==> src/rtl/sc_fifo_flags.sv <==
// Single-clock FIFO with a register-array memory, exact fill count and registered flags.
// Optional sticky overflow/underflow detection is built only when SC_FIFO_FLAGS_ERR_EN is defined.
module sc_fifo_flags #(
  parameter int unsigned DWIDTH             = 8,
  parameter int unsigned AWIDTH             = 4,
  parameter int unsigned SHOWAHEAD          = 0,
  parameter int unsigned ALMOST_FULL_VALUE  = 2**AWIDTH - 2,
  parameter int unsigned ALMOST_EMPTY_VALUE = 2
) (
  input  logic              clk_i,
  input  logic              srst_i,
  input  logic [DWIDTH-1:0] data_i,
  input  logic              wrreq_i,
  input  logic              rdreq_i,
  output logic [DWIDTH-1:0] q_o,
  output logic              empty_o,
  output logic              full_o,
  output logic [AWIDTH:0]   usedw_o,
  output logic              almost_full_o,
  output logic              almost_empty_o,
  output logic              overflow_o,
  output logic              underflow_o
);

  localparam int unsigned     DEPTH   = 2**AWIDTH;
  localparam logic [AWIDTH:0] CNT_MAX = (AWIDTH+1)'(DEPTH);
  localparam logic [AWIDTH:0] CNT_ONE = (AWIDTH+1)'(1);
  localparam logic [AWIDTH:0] AF_TH   = (AWIDTH+1)'(ALMOST_FULL_VALUE);
  localparam logic [AWIDTH:0] AE_TH   = (AWIDTH+1)'(ALMOST_EMPTY_VALUE);
  localparam logic [AWIDTH-1:0] PTR_ONE = AWIDTH'(1);

  logic [DWIDTH-1:0] mem_q [DEPTH];
  logic [AWIDTH-1:0] wr_ptr_q, rd_ptr_q;
  logic [AWIDTH:0]   count_q, count_d;
  logic              empty_q, full_q, afull_q, aempty_q;
  logic              wr_acc, rd_acc;

  // Acceptance uses registered flags only, so a full FIFO drops a write even when a read frees a slot.
  always_comb begin
    wr_acc  = wrreq_i & ~full_q;
    rd_acc  = rdreq_i & ~empty_q;
    count_d = count_q;
    case ({wr_acc, rd_acc})
      2'b10:   count_d = count_q + CNT_ONE;
      2'b01:   count_d = count_q - CNT_ONE;
      default: count_d = count_q;
    endcase
  end

  always_ff @(posedge clk_i) begin
    if (!srst_i && wr_acc) begin
      mem_q[wr_ptr_q] <= data_i;
    end
  end

  always_ff @(posedge clk_i) begin
    if (srst_i) begin
      wr_ptr_q <= '0;
      rd_ptr_q <= '0;
      count_q  <= '0;
      empty_q  <= 1'b1;
      full_q   <= 1'b0;
      afull_q  <= 1'b0;
      aempty_q <= 1'b1;
    end else begin
      if (wr_acc) wr_ptr_q <= wr_ptr_q + PTR_ONE;
      if (rd_acc) rd_ptr_q <= rd_ptr_q + PTR_ONE;
      count_q  <= count_d;
      empty_q  <= (count_d == '0);
      full_q   <= (count_d == CNT_MAX);
      afull_q  <= (count_d >= AF_TH);
      aempty_q <= (count_d < AE_TH);
    end
  end

  generate
    if (SHOWAHEAD != 0) begin : g_show
      assign q_o = mem_q[rd_ptr_q];
    end else begin : g_norm
      logic [DWIDTH-1:0] q_q;
      always_ff @(posedge clk_i) begin
        if (srst_i) begin
          q_q <= '0;
        end else if (rd_acc) begin
          q_q <= mem_q[rd_ptr_q];
        end
      end
      assign q_o = q_q;
    end
  endgenerate

`ifdef SC_FIFO_FLAGS_ERR_EN
  logic ovf_q, unf_q;

  always_ff @(posedge clk_i) begin
    if (srst_i) begin
      ovf_q <= 1'b0;
      unf_q <= 1'b0;
    end else begin
      if (wrreq_i && full_q)  ovf_q <= 1'b1;
      if (rdreq_i && empty_q) unf_q <= 1'b1;
    end
  end

  assign overflow_o  = ovf_q;
  assign underflow_o = unf_q;
`else
  assign overflow_o  = 1'b0;
  assign underflow_o = 1'b0;
`endif

  assign empty_o        = empty_q;
  assign full_o         = full_q;
  assign usedw_o        = count_q;
  assign almost_full_o  = afull_q;
  assign almost_empty_o = aempty_q;

endmodule

==> config.mk <==
export PLATFORM = sky130hd
export DESIGN_NAME = sc_fifo_flags
export DESIGN_NICKNAME = d
export VERILOG_FILES = /design/src/rtl/sc_fifo_flags.sv
export SDC_FILE = /design/constraint.sdc
export NUM_CORES = 1
export LEC_CHECK = 0
export CORE_MARGIN = 4
export CORE_UTILIZATION = 57
export DETAILED_ROUTE_END_ITERATION = 10
export PLACE_DENSITY = 0.76
export SLEW_MARGIN = 10
export SYNTH_ARGS = -nofsm -noshare
export SYNTH_HDL_FRONTEND = slang
export SYNTH_SLANG_ARGS = --single-unit
==> constraint.sdc <==
create_clock -name clk_i -period 4.6 [get_ports clk_i]
set_input_delay 0.69 -clock clk_i [delete_from_list [all_inputs] [get_ports clk_i]]
set_output_delay 0.69 -clock clk_i [all_outputs]
set_load 0.02 [all_outputs]
==> qor.txt <==
Post-Syn Instances = 351
Slew Limit Fails = 0
FF-to-FF path depth = 10
Synthesized cell area = 6230 sq um
Cts hold-fix bufs = 0
Critical-path cell list = clkdlybuf4s50_1, nor2b_1, nor2_1, xor2_1, ha_1, a21oi_1, nor3_1, o41ai_1, o31ai_1, a31oi_1, nor3b_1
Top fanout value on the critical path = 8
IO buf count = 28
Share of the synthesized area in the top cell type = 61.7%
Crit-path leading delay family = simple AND/OR/NAND/NOR gates
Rel. slew slack = 23.9%
Max stage delay on crit path = 0.50 ns
Synth area leader = edfxtp_1
Ant diodes = 0
Row count = 37
Fin crit share = 69.6%
Routed len/inst = 22.0 um
#FFs+latches synth = 153
Critical Path Source = wrreq_i
Die Ht = 113 um
DRT Pass-1 Iters = 5
Max_cap viols = 0
Met1 WL = 4790 um
DPL Wire Length = 7470 um
Static leakage = 0.00233 uW
Fill cells = 678
Die area = 12,700 sq um
Post-CTS Setup Inserts = 0
1st-iter DRT viols = 384
Post-synth ARST share = 0%
Yosys warning total = 0
Cell variety after synth = 40
Crit path depth = 11
Synth top area cells = edfxtp_1, dfxtp_1, mux4_1, mux4_2, nand2_1
Post-DRT Antenna Nets = 0
TNS Setup = 0 ns
DRT Wirelength = 11,700 um
Crit path to = full_o
Fin crit period = 3.20 ns
Setup CP Type = in -> reg
Final global-route overflow total = 0
CTS resizes = 0
Top_reg_cell synth = edfxtp_1
Endpoints failing setup = 0
GRT Total Usage = 20.2%
Final Skew = 0.00765 ns
Status = completed
Arrival @ worst endpoint = 3.65 ns
Most frequent cells in the layout = edfxtp_1, nand2_1, clkdlybuf4s50_1
Unrepaired setup endpoints after global routing = false
Total power = 3220 uW
Total clock buffers created by CTS = 17
Root Buffer = clkbuf_8
Worst Path Buf+Inv = 1
Worst Setup End Kind = register
Initial Utilization = 59.5%
CP startpoint kind = input pin
Seq/Total Area, Yosys = 69.7%
Clock Pin Slew Worst Setup and Hold Paths = 0.06 ns
Reg-to-Reg Start = empty_o
Share of cells above drive strength 1 = 15.5%
CORE AREA = 10,500 sq um
Required time worst endpoint = 5.05 ns
Post-synth EDFFs = 128
Min-delay worst type = reg -> reg
Met3 Wirelength = 748 um
Avg Cell Area, Syn = 17.7 sq um
Vias in the first global route = 3,312
Top sig layer = met4
Largest net degree at the start of global routing = 36
H-tree levels = 4
First-pass GRT wire length = 18,600 um
Commonest non-fill, non-tap cell in the layout = edfxtp_1
Reg2Reg Setup Slack = 1.70 ns
Clk_lat worst skew = 0.53 ns
Ports = 31
CTS Buffer Depth = 2
Fmax achieved = 312 MHz
GP Congestion = 0.779
Worst-margin pin slew = 1.14 ns
CTS tree = done
Clk sink count = 153
Area Overhead vs Synth = 14.7%
R2r endpoint = full_o
DIE WIDTH = 113 um
Slowest-stage cell, CP = nor2b_1
Vias per cell = 6.09
Metal2 WL = 5970 um
Initial antenna violation count = 0
Hold Fails Final Rpt = 0
DRC viols = 0
PwrDens = 450 nW/um^2
Final net count = 400
Peak VDD IR = 0.366 mV
DR vias = 3,227
==> through the flow <==
step / hold slack [ns] / std cells / cell area [sq um] / utilization (%) / setup WS, ns
3_5_place_dp: 0.448 / 498 / 6580 / 62.9 / 0.968
5_1_grt: 0.482 / 530 / 7150 / 68.3 / 1.13
2_1_floorplan: 0.482 / 352 / 6230 / - / 1.91
3_3_place_gp: 0.446 / 498 / 6580 / 62.9 / 1.07
6_report: 0.453 / 530 / 7150 / 68.3 / 1.40
4_1_cts: 0.457 / 530 / 7150 / 68.3 / 1.51
==> cells in the mapped netlist, drive strengths merged, types with 6 or more instances <==
| library cell | instances |
|---|---|
| edfxtp | 128 |
| mux4 | 40 |
| nand2 | 28 |
| nor2 | 27 |
| dfxtp | 25 |
| a21oi | 14 |
| clkbuf | 13 |
| buf | 11 |
| ha | 7 |
| nor3 | 6 |
| xor2 | 6 |
==> tightest hold or removal path, stage by stage (launching register included) <==
cell and delay, ns:
dfxtp_1 0.31, nand2_1 0.05, a21oi_1 0.05
==> final cells by class <==
class	count	area, sq um	area share [%]
well taps	136	170	2.38
inverters	5	18.8	0.263
multi-input cells	170	1720	24.1
repair buffers	34	325	4.55
clock inverters	13	145	2.03
flip-flops and latches	153	4350	60.8
clock buffers	19	422	5.90
==> metal layers <==
metal | up-vias | track usage (%)
met3 | 18 | 6.85
met5 | - | 0
li1 | 1439 | -
met4 | 0 | 6.09
met1 | 1647 | 27.0
met2 | 123 | 31.8
==> worst min path at each step <==
| stage | start | endpoint | slack, ns | cells after the start |
|---|---|---|---|---|
| final | q_o[1] | q_o[1] | 0.45 | 2 |
| after global placement | q_o[1] | q_o[1] | 0.45 | 2 |
| after global routing | q_o[2] | q_o[2] | 0.48 | 2 |
| after CTS | q_o[1] | q_o[1] | 0.46 | 2 |
| after floorplan | wr_ptr_q[1] | wr_ptr_q[1] | 0.48 | 2 |
| after detailed placement | q_o[1] | q_o[1] | 0.45 | 2 |
==> power breakdown <==
group / internal (uW) / total, uW / switching [uW]
Combinational: 160 / 304 / 144
Sequential: 1530 / 1590 / 56.8
Clock: 778 / 1320 / 547
Total: 2470 / 3220 / 747
==> cells by family (layout without fill, tap and decap cells) <==
group	Yosys count	after routing	synth area share, %
other	1	2	0.0602
and+or+nand+nor	80	80	5.84
DFF	153	153	69.7
buffers and inverters	29	71	2.73
adders and majority gates	7	7	1.41
muxes	43	43	16.1
AOI/OAI and AO/OA	28	28	2.73
xor gates and xnor gates	10	10	1.41
==> registers in the layout (all words and copies together) (netlist names) <==
signal / count
full_o: 1
empty_o: 1
rd_ptr_q: 4
q_o: 8
mem_q: 128
almost_empty_o: 1
wr_ptr_q: 4
almost_full_o: 1
usedw_o: 5
(Power assumes the default switching activity.)
